[config.mk]
export PLATFORM = sky130hd
export DESIGN_NAME = sc_rr_arbiter
export DESIGN_NICKNAME = d
export VERILOG_FILES = /design/src/rtl/sc_rr_arbiter.sv
export SDC_FILE = /design/constraint.sdc
export NUM_CORES = 1
export LEC_CHECK = 0
export CELL_PAD_IN_SITES_DETAIL_PLACEMENT = 1
export CELL_PAD_IN_SITES_GLOBAL_PLACEMENT = 2
export CORE_AREA = 2 2 60 62
export DETAILED_ROUTE_END_ITERATION = 10
export DIE_AREA = 0 0 62 64
export GPL_ROUTABILITY_DRIVEN = 0
export HOLD_SLACK_MARGIN = 0.06
export PLACE_DENSITY = 0.82
export SLEW_MARGIN = 20
export SYNTH_ARGS = -nofsm -noshare
export SYNTH_HDL_FRONTEND = slang
export SYNTH_SLANG_ARGS = --single-unit
[constraint.sdc]
create_clock -name clk -period 3.55 [get_ports clk]
set_input_delay 0.71 -clock clk [delete_from_list [all_inputs] [get_ports clk]]
set_output_delay 0.71 -clock clk [all_outputs]
set_load 0.02 [all_outputs]
[src/rtl/sc_rr_arbiter.sv]
// rtl/sc_rr_arbiter.sv - round-robin arbiter sharing one gate datapath (optional macro SC_ARB_TXN_COUNT_EN)

module sc_rr_gate (
    input  logic a,
    input  logic b,
    input  logic c,
    output logic d,
    output logic e
);
    assign d = (a & b) | ~c;
    assign e = ~c;
endmodule

module sc_rr_arbiter #(
    parameter int N_REQ = 4,
    parameter int ID_W  = 2
) (
    input  logic             clk,
    input  logic             rst,
    input  logic [N_REQ-1:0] req,
    input  logic [N_REQ-1:0] op_a,
    input  logic [N_REQ-1:0] op_b,
    input  logic [N_REQ-1:0] op_c,
    output logic [N_REQ-1:0] gnt,
    output logic             busy,
    output logic             rsp_valid,
    output logic [ID_W-1:0]  rsp_id,
    output logic             rsp_d,
    output logic             rsp_e
`ifdef SC_ARB_TXN_COUNT_EN
    ,
    output logic [15:0]      txn_count
`endif
);

    typedef enum logic [1:0] {
        S_IDLE  = 2'd0,
        S_GRANT = 2'd1,
        S_RESP  = 2'd2
    } state_t;

    state_t           state_q, state_d;
    logic [ID_W-1:0]  ptr_q, ptr_d;
    logic [ID_W-1:0]  win_q, win_d;
    logic             a_q, a_d;
    logic             b_q, b_d;
    logic             c_q, c_d;
    logic [N_REQ-1:0] gnt_q, gnt_d;
    logic             busy_q, busy_d;
    logic             rsp_valid_q, rsp_valid_d;
    logic [ID_W-1:0]  rsp_id_q, rsp_id_d;
    logic             rsp_d_q, rsp_d_d;
    logic             rsp_e_q, rsp_e_d;

    logic [2*N_REQ-1:0] req_dbl;
    logic [2*N_REQ-1:0] req_rot_full;
    logic [N_REQ-1:0]   req_rot;
    logic [ID_W:0]      win_sum;
    logic [ID_W-1:0]    win_c;
    logic               gate_d;
    logic               gate_e;

    // The single shared gate, fed only from the latched operands of the winner
    sc_rr_gate u_gate (
        .a (a_q),
        .b (b_q),
        .c (c_q),
        .d (gate_d),
        .e (gate_e)
    );

    // Rotate requests so the pointer sits at bit 0, pick the lowest set bit, map back
    always_comb begin
        req_dbl      = {req, req};
        req_rot_full = req_dbl >> ptr_q;
        req_rot      = req_rot_full[N_REQ-1:0];
        win_sum      = '0;
        for (int j = N_REQ - 1; j >= 0; j--) begin
            if (req_rot[j]) begin
                win_sum = {1'b0, ptr_q} + (ID_W+1)'(j);
            end
        end
        if (win_sum >= (ID_W+1)'(N_REQ)) begin
            win_sum = win_sum - (ID_W+1)'(N_REQ);
        end
        win_c = win_sum[ID_W-1:0];
    end

    // Next-state and registered-output logic; every register holds unless updated
    always_comb begin
        state_d     = state_q;
        ptr_d       = ptr_q;
        win_d       = win_q;
        a_d         = a_q;
        b_d         = b_q;
        c_d         = c_q;
        gnt_d       = gnt_q;
        busy_d      = busy_q;
        rsp_valid_d = rsp_valid_q;
        rsp_id_d    = rsp_id_q;
        rsp_d_d     = rsp_d_q;
        rsp_e_d     = rsp_e_q;
        case (state_q)
            S_IDLE: begin
                gnt_d       = '0;
                busy_d      = 1'b0;
                rsp_valid_d = 1'b0;
                if (|req) begin
                    win_d   = win_c;
                    a_d     = op_a[win_c];
                    b_d     = op_b[win_c];
                    c_d     = op_c[win_c];
                    gnt_d   = N_REQ'(1) << win_c;
                    busy_d  = 1'b1;
                    state_d = S_GRANT;
                end
            end
            S_GRANT: begin
                rsp_d_d     = gate_d;
                rsp_e_d     = gate_e;
                rsp_id_d    = win_q;
                rsp_valid_d = 1'b1;
                gnt_d       = '0;
                busy_d      = 1'b1;
                state_d     = S_RESP;
            end
            S_RESP: begin
                ptr_d       = (win_q == ID_W'(N_REQ - 1)) ? '0 : win_q + 1'b1;
                rsp_valid_d = 1'b0;
                busy_d      = 1'b0;
                state_d     = S_IDLE;
            end
            default: begin
                gnt_d       = '0;
                busy_d      = 1'b0;
                rsp_valid_d = 1'b0;
                state_d     = S_IDLE;
            end
        endcase
    end

    // State registers with synchronous active-high reset
    always_ff @(posedge clk) begin
        if (rst) begin
            state_q     <= S_IDLE;
            ptr_q       <= '0;
            win_q       <= '0;
            a_q         <= 1'b0;
            b_q         <= 1'b0;
            c_q         <= 1'b0;
            gnt_q       <= '0;
            busy_q      <= 1'b0;
            rsp_valid_q <= 1'b0;
            rsp_id_q    <= '0;
            rsp_d_q     <= 1'b0;
            rsp_e_q     <= 1'b0;
        end else begin
            state_q     <= state_d;
            ptr_q       <= ptr_d;
            win_q       <= win_d;
            a_q         <= a_d;
            b_q         <= b_d;
            c_q         <= c_d;
            gnt_q       <= gnt_d;
            busy_q      <= busy_d;
            rsp_valid_q <= rsp_valid_d;
            rsp_id_q    <= rsp_id_d;
            rsp_d_q     <= rsp_d_d;
            rsp_e_q     <= rsp_e_d;
        end
    end

    assign gnt       = gnt_q;
    assign busy      = busy_q;
    assign rsp_valid = rsp_valid_q;
    assign rsp_id    = rsp_id_q;
    assign rsp_d     = rsp_d_q;
    assign rsp_e     = rsp_e_q;

`ifdef SC_ARB_TXN_COUNT_EN
    logic [15:0] txn_count_q, txn_count_d;

    // Count every cycle a response is presented; wraps naturally at 16 bits
    always_comb begin
        txn_count_d = txn_count_q;
        if (rsp_valid_q) begin
            txn_count_d = txn_count_q + 16'd1;
        end
    end

    // Transaction counter register
    always_ff @(posedge clk) begin
        if (rst) begin
            txn_count_q <= '0;
        end else begin
            txn_count_q <= txn_count_d;
        end
    end

    assign txn_count = txn_count_q;
`endif

endmodule

==> flow_summary.json, run 1 <==
{
  "grtUsageMet2_pct": 21.4,
  "r2r_end": "gnt[1]",
  "cap_violations": 0,
  "place_ws_ns": 0.978,
  "top_level_ports": 28,
  "fill_cells": 396,
  "arrival_ns": 2.42,
  "max_slew_margin_pct": 55.4,
  "critPathRequiredTime_ns": 3.73,
  "die_area_um2": 3970,
  "grt.met3_usage_pct": 4.45,
  "drtPass1Iterations": 4,
  "finalClockSkew_ns": 0.00869,
  "wl_per_cell_um": 13.0,
  "avgSynthCellArea_um2": 9.06,
  "multi_input_area_um2": 423,
  "rsz0062_at_grt": "false",
  "reg2regPathDepth": 5,
  "h-tree-depth": 1,
  "p_total_w": 0.000457,
  "die_h_um": 64,
  "clockBufferDepth": 2,
  "hold_end": "gnt[3]",
  "total_leakage_power_nw": 0.448,
  "slew_viol_final": 0,
  "core_um2": 3280,
  "syn_area_um2": 852,
  "dr.first_iter.drc_count": 13,
  "powerDensity_nw_per_um2": 389,
  "antenna_found_initial": 0,
  "ys_types": 26,
  "numClockSinks": 19,
  "timing.final.crit_share_pct": 63.0,
  "routed_wirelength_um": 2160,
  "synth_top_area_share_pct": 44.6,
  "reg2reg_from": "ptr_q[0]",
  "postRouteAntennaNets": 0,
  "fin_ws_ns": 1.31,
  "outcome": "finished, final reports clean",
  "tritoncts": "yes",
  "fp.dieW_um": 62,
  "synth.area.top_cells": "dfxtp_1 (45%), mux2i_1 (12%), nor2_1 (5.7%)",
  "gr-max-usage-layer": "met2",
  "port_buffers": 27,
  "layout-drive-gt1-share_pct": 5.00,
  "synth_seq_cells": 19,
  "crit_type": "in2reg",
  "max-vdd-ir-drop_mv": 0.168,
  "register_area_um2": 380,
  "yosysTopAreaCell": "dfxtp_1",
  "grt_max_degree": 20,
  "fin_setup_tns_ns": 0,
  "worst_setup_path_end_kind": "register",
  "worstHoldStart": "gnt[3]",
  "antenna_cells": 0,
  "viasPerCell": 4.63,
  "setup_violations": 0,
  "ys_warn_count": 0,
  "syn_nets": 113,
  "postCtsSetupBuffers": 0,
  "tightest_slew_ns": 0.666,
  "drc": 0,
  "nets": 140,
  "area_growth_pct": 37.7,
  "path_clk_slew_ns": 0.11,
  "numCtsBuffers": 3,
  "clock_latency_ns": 0.30,
  "grt_pass1_wl_um": 3710,
  "grt_usage_pct": 12.8,
  "grt_util_met1_pct": 14.4,
  "post-dp-hpwl_um": 1790,
  "fmax_mhz": 447,
  "start_util_pct": 25.9,
  "ctsHoldBuffers": 0,
  "via_count": 769,
  "holdCritPathClass": "reg2reg",
  "rows": 21,
  "syn_inst": 94,
  "overflow": 0,
  "synth-seq-area-share_pct": 44.6,
  "hold-path-cell-count": 2,
  "cts-root-buf": "clkbuf_4",
  "min_period_ns": 2.24,
  "cp_max_fo": 9,
  "grt_pass1_vias": 820,
  "crit_path_start_kind": "input port",
  "reg2reg_setup_slack_ns": 1.86,
  "cts_resized": 0,
  "hold_violations": 0
}
## metal layers
metal | wire (um) | share of wire, %
met5 | 0 | 0
met4 | 42 | 1.9
met3 | 63 | 2.9
met2 | 1180 | 55
met1 | 878 | 41
## where the power goes
group          switching (W)  leakage, nW  internal (W)
clock              0.0000645       0.0177     0.0000419
sequential         0.0000122        0.156      0.000230
combinational      0.0000533        0.275     0.0000551
## sequential cells by signal (all words and copies together), names as in the netlist
| signal | flops |
|---|---|
| ptr_q | 2 |
| win_q | 2 |
| b_q | 1 |
| rsp_d | 1 |
| gnt | 4 |
| rsp_valid | 1 |
| busy | 1 |
| rsp_id | 2 |
| rsp_e | 1 |
| c_q | 1 |
| a_q | 1 |
| state_q | 2 |
## metrics by stage
stage | hold slack [ns] | utilization, % | cells | area (um^2)
after CTS | 0.465 | 35.7 | 166 | 1170
after global placement | 0.440 | 34.9 | 162 | 1150
after global routing | 0.487 | 35.7 | 166 | 1170
final | 0.458 | 35.7 | 166 | 1170
after floorplan | 0.437 | - | 94 | 852
after detailed placement | 0.451 | 34.9 | 162 | 1150
## area by class of cell
class                   count  area share (%)
repair buffers             27            23.0
clock inverters             1           0.426
multi-input cells          66            36.0
inverters                   4            1.28
flip-flops and latches     19            32.4
well taps                  46            4.90
clock buffers               3            1.92
## cell families (layout without fill, tap and decap cells)
group / count (synthesis) / count (layout) / synth area share [%]
flip-flops: 19 / 19 / 44.6
adder cells (fa/ha/maj): 1 / 1 / 1.47
AND/OR/NAND/NOR: 38 / 38 / 22.3
multiplexers: 10 / 10 / 11.7
buffers and inverters: 9 / 35 / 5.73
AO/OA/AOI/OAI: 17 / 17 / 14.1
## worst max path at each step
stage / start / endpoint / slack (ns) / depth (start not counted)
4_1_cts: req[3] / a_q / 1.31 / 6
3_5_place_dp: req[3] / a_q / 0.98 / 6
5_1_grt: req[3] / b_q / 1.13 / 6
6_report: req[3] / a_q / 1.31 / 6
3_3_place_gp: req[1] / gnt[3] / 1.07 / 6
2_1_floorplan: req[0] / gnt[3] / 1.72 / 5
## critical path, stage by stage
cell and delay, ns:
clkdlybuf4s50_1 0.48, nor4_1 0.52, or3_1 0.36, nor2_2 0.08
nand2_1 0.13, o221ai_1 0.13
## cell usage in the layout, fill, tap and decap left out
cell,synthesis,routed
a211o_1,1,1
a211oi_1,2,2
a21oi_1,6,6
a311oi_1,1,1
a32oi_1,2,2
clkbuf_4,0,3
clkdlybuf4s50_1,0,27
clkinv_2,0,1
dfxtp_1,19,19
ha_1,1,1
inv_1,4,4
mux2i_1,10,10
nand2_1,8,8
nand2b_1,2,2
nand3b_1,3,3
nor2_1,13,13
nor2_2,1,1
nor2b_1,1,1
nor3_1,4,4
nor3b_1,1,1
nor4_1,1,1
o21a_1,1,1
o221ai_1,3,3
o22ai_1,1,1
or3_1,3,3
or3_4,1,1
## synth_stat cells
master and instances:
or3_1 3, nor2b_1 1, buf_1 1, nor2_1 13
clkbuf_1 2, o221ai_1 3, mux2i_1 10, nor3b_1 1
nor4_1 1, buf_6 2, o21a_1 1, nor3_1 4
a21oi_1 6, a211oi_1 2, ha_1 1, a32oi_1 2
nand2_1 8, inv_1 4, a311oi_1 1, dfxtp_1 19
nand3b_1 3, nand2b_1 2, a211o_1 1, o22ai_1 1
or3_4 1, nor2_2 1
Note: power is estimated with default switching activity, not from simulation.
==> inputs of run 2 (changes only) <==
--- a/config.mk
+++ b/config.mk
@@ -7,12 +7,12 @@
 export LEC_CHECK = 0
 export CELL_PAD_IN_SITES_DETAIL_PLACEMENT = 1
 export CELL_PAD_IN_SITES_GLOBAL_PLACEMENT = 2
-export CORE_AREA = 2 2 60 62
+export CORE_AREA = 2 2 64 66
 export DETAILED_ROUTE_END_ITERATION = 10
-export DIE_AREA = 0 0 62 64
+export DIE_AREA = 0 0 66 68
 export GPL_ROUTABILITY_DRIVEN = 0
 export HOLD_SLACK_MARGIN = 0.06
-export PLACE_DENSITY = 0.82
+export PLACE_DENSITY = 0.77
 export SLEW_MARGIN = 20
 export SYNTH_ARGS = -nofsm -noshare
 export SYNTH_HDL_FRONTEND = slang
==> constraint.sdc (replaced) <==
create_clock -name clk -period 1.9 [get_ports clk]
set_input_delay 0.38 -clock clk [delete_from_list [all_inputs] [get_ports clk]]
set_output_delay 0.38 -clock clk [all_outputs]
set_load 0.02 [all_outputs]
==> run 2 against run 1 <==
Power rose by 110%. Non-clock buffer count rose by 7. Critical path depth is the same. Combinational power increased by 110%. Final cell count rose by 6.6%. Critical endpoint unchanged.
==> flow_summary.json, run 2 (same netlist as run 1, synthesis figures left out) <==
{
  "hold_violations": 0,
  "crit_type": "in2reg",
  "fp.dieW_um": 66,
  "grt_usage_pct": 11.0,
  "cap_violations": 0,
  "die_h_um": 68,
  "outcome": "finished, final reports clean",
  "reg2reg_setup_slack_ns": 0.35,
  "worstHoldStart": "gnt[3]",
  "cp-startpoint": "req[3]",
  "top_level_ports": 28,
  "worst_setup_path_end_kind": "register",
  "fin_cells": 177,
  "port_buffers": 27,
  "utilization_pct": 32.9,
  "postCtsSetupBuffers": 0,
  "dp.cells": 173,
  "switching_share_pct": 26.7,
  "cp_max_fo": 5,
  "crit_family": "simple AND/OR/NAND/NOR gates",
  "drtPass1Iterations": 4,
  "grt_pass1_vias": 786,
  "h-tree-depth": 1,
  "final_common_cell": "clkdlybuf4s50_1",
  "comb_power_share_pct": 23.8,
  "cts-root-buf": "clkbuf_8",
  "reg2reg_from": "ptr_q[0]",
  "dr.first_iter.drc_count": 24,
  "antenna_cells": 0,
  "grt_max_degree": 11,
  "die_area_um2": 4490,
  "cp.depth": 6,
  "p_int_w": 0.000700,
  "area_growth_pct": 49.0,
  "p_sw_w": 0.000256,
  "clockBufferDepth": 2,
  "routed_wirelength_um": 2300,
  "min_period_ns": 1.80,
  "critPathSlowestCell": "clkdlybuf4s50_1",
  "nets": 147,
  "drc": 0,
  "crit_path_start_kind": "input port",
  "reg2regPathDepth": 6,
  "post-dp-hpwl_um": 1820,
  "arrival_ns": 1.93,
  "cp_cell_sequence": "clkdlybuf4s50_1 > nor4_1 > or3_1 > nor2_2 > nand2_1 > o221ai_1",
  "start_util_pct": 22.1,
  "seqPwrFrac_pct": 47.3,
  "powerDensity_nw_per_um2": 753,
  "setup_violations": 0,
  "tightest_slew_ns": 0.538,
  "max-vdd-ir-drop_mv": 0.362,
  "clock_latency_ns": 0.25,
  "largest_reg_flops": 4,
  "grt_pass1_wl_um": 3710,
  "numClockSinks": 19,
  "final_cell_mix": "clkdlybuf4s50_1 (25), dfxtp_1 (19), nor2_1 (13), mux2i_1 (10), nand2_1 (8)",
  "core_um2": 3860,
  "holdCritPathClass": "reg2reg",
  "clkPwrFrac_pct": 28.9,
  "viasPerCell": 4.55,
  "timing.final.crit_share_pct": 94.8,
  "finalClockSkew_ns": 0.00433,
  "layout-drive-gt1-share_pct": 10.2,
  "tritoncts": "yes",
  "worst-path-buf-inv": 1,
  "max_slew_margin_pct": 64.0,
  "numCtsBuffers": 3,
  "overflow": 0,
  "via_count": 805,
  "fmax_mhz": 555,
  "critPathMaxStageDelay_ns": 0.48,
  "postRouteAntennaNets": 0,
  "slew_viol_final": 0,
  "path_clk_slew_ns": 0.07,
  "rows": 23,
  "rsz0062_at_grt": "false",
  "hold-path-cell-count": 2,
  "wl_per_cell_um": 13.0,
  "antenna_found_initial": 0,
  "critPathRequiredTime_ns": 2.03,
  "total_leakage_power_nw": 0.511
}
==> run 2: cell count changes in the layout (fill, tap and decap cells not counted), sizes merged <==
cell	delta
clkbuf	+1
dlymetal6s2s	+2
buf	+7
clkdlybuf4s50	-2
clkinv	-1
==> run 2: area by class of cell <==
class	count	area (um^2)
Clock buffer	4	45.0
Multi-Input combinational cell	66	427
Inverter	4	15.0
Fill cell	460	2590
Sequential cell	19	380
Tap cell	50	62.6
Timing Repair Buffer	34	340
==> run 2: power groups by stage <==
stage	logic, W	clock network, W	registers [W]
global placement	0.000222	0	0.000459
finish	0.000228	0.000276	0.000452
detailed placement	0.000229	0	0.000460
global route	0.000249	0.000309	0.000455
floorplan	0.000110	0	0.000472
CTS	0.000231	0.000293	0.000451
==> run 2: path summary, 6_finish.rpt <==
kind | endpoint
max | a_q
min | gnt[3]
max reg2reg | a_q
min reg2reg | gnt[3]
==> run 2: through the flow <==
stage / setup TNS, ns / hold WS [ns] / area [um^2] / worst slack, ns / power (W)
4_1_cts: 0 / 0.464 / 1260 / 0.0450 / 0.000975
2_1_floorplan: 0 / 0.437 / 852 / 0.399 / 0.000582
3_5_place_dp: -1.54 / 0.454 / 1220 / -0.225 / 0.000690
6_report: 0 / 0.458 / 1270 / 0.0987 / 0.000956
5_1_grt: 0 / 0.488 / 1270 / 0.00567 / 0.00101
3_3_place_gp: -0.734 / 0.441 / 1220 / -0.119 / 0.000681
==> run 2: what timing repair did <==
action / in CTS / in global routing
resized for setup: 0 / 3
hold buffers: 0 / 0
endpoints found under the setup margin: 0 / 3
==> run 2: layer usage <==
metal  share of wire (%)  vias up  track usage, %
met4                 2.1        0            4.59
met5                   0        -               0
li1                    -      400               -
met2                  55       16            20.3
met3                 3.0        6            2.47
met1                  40      383            12.2
==> run 2: worst min-delay path, stage by stage, from the launching register on <==
cell and delay, ns:
dfxtp_1 0.31, nand2_1 0.05, a21oi_1 0.05
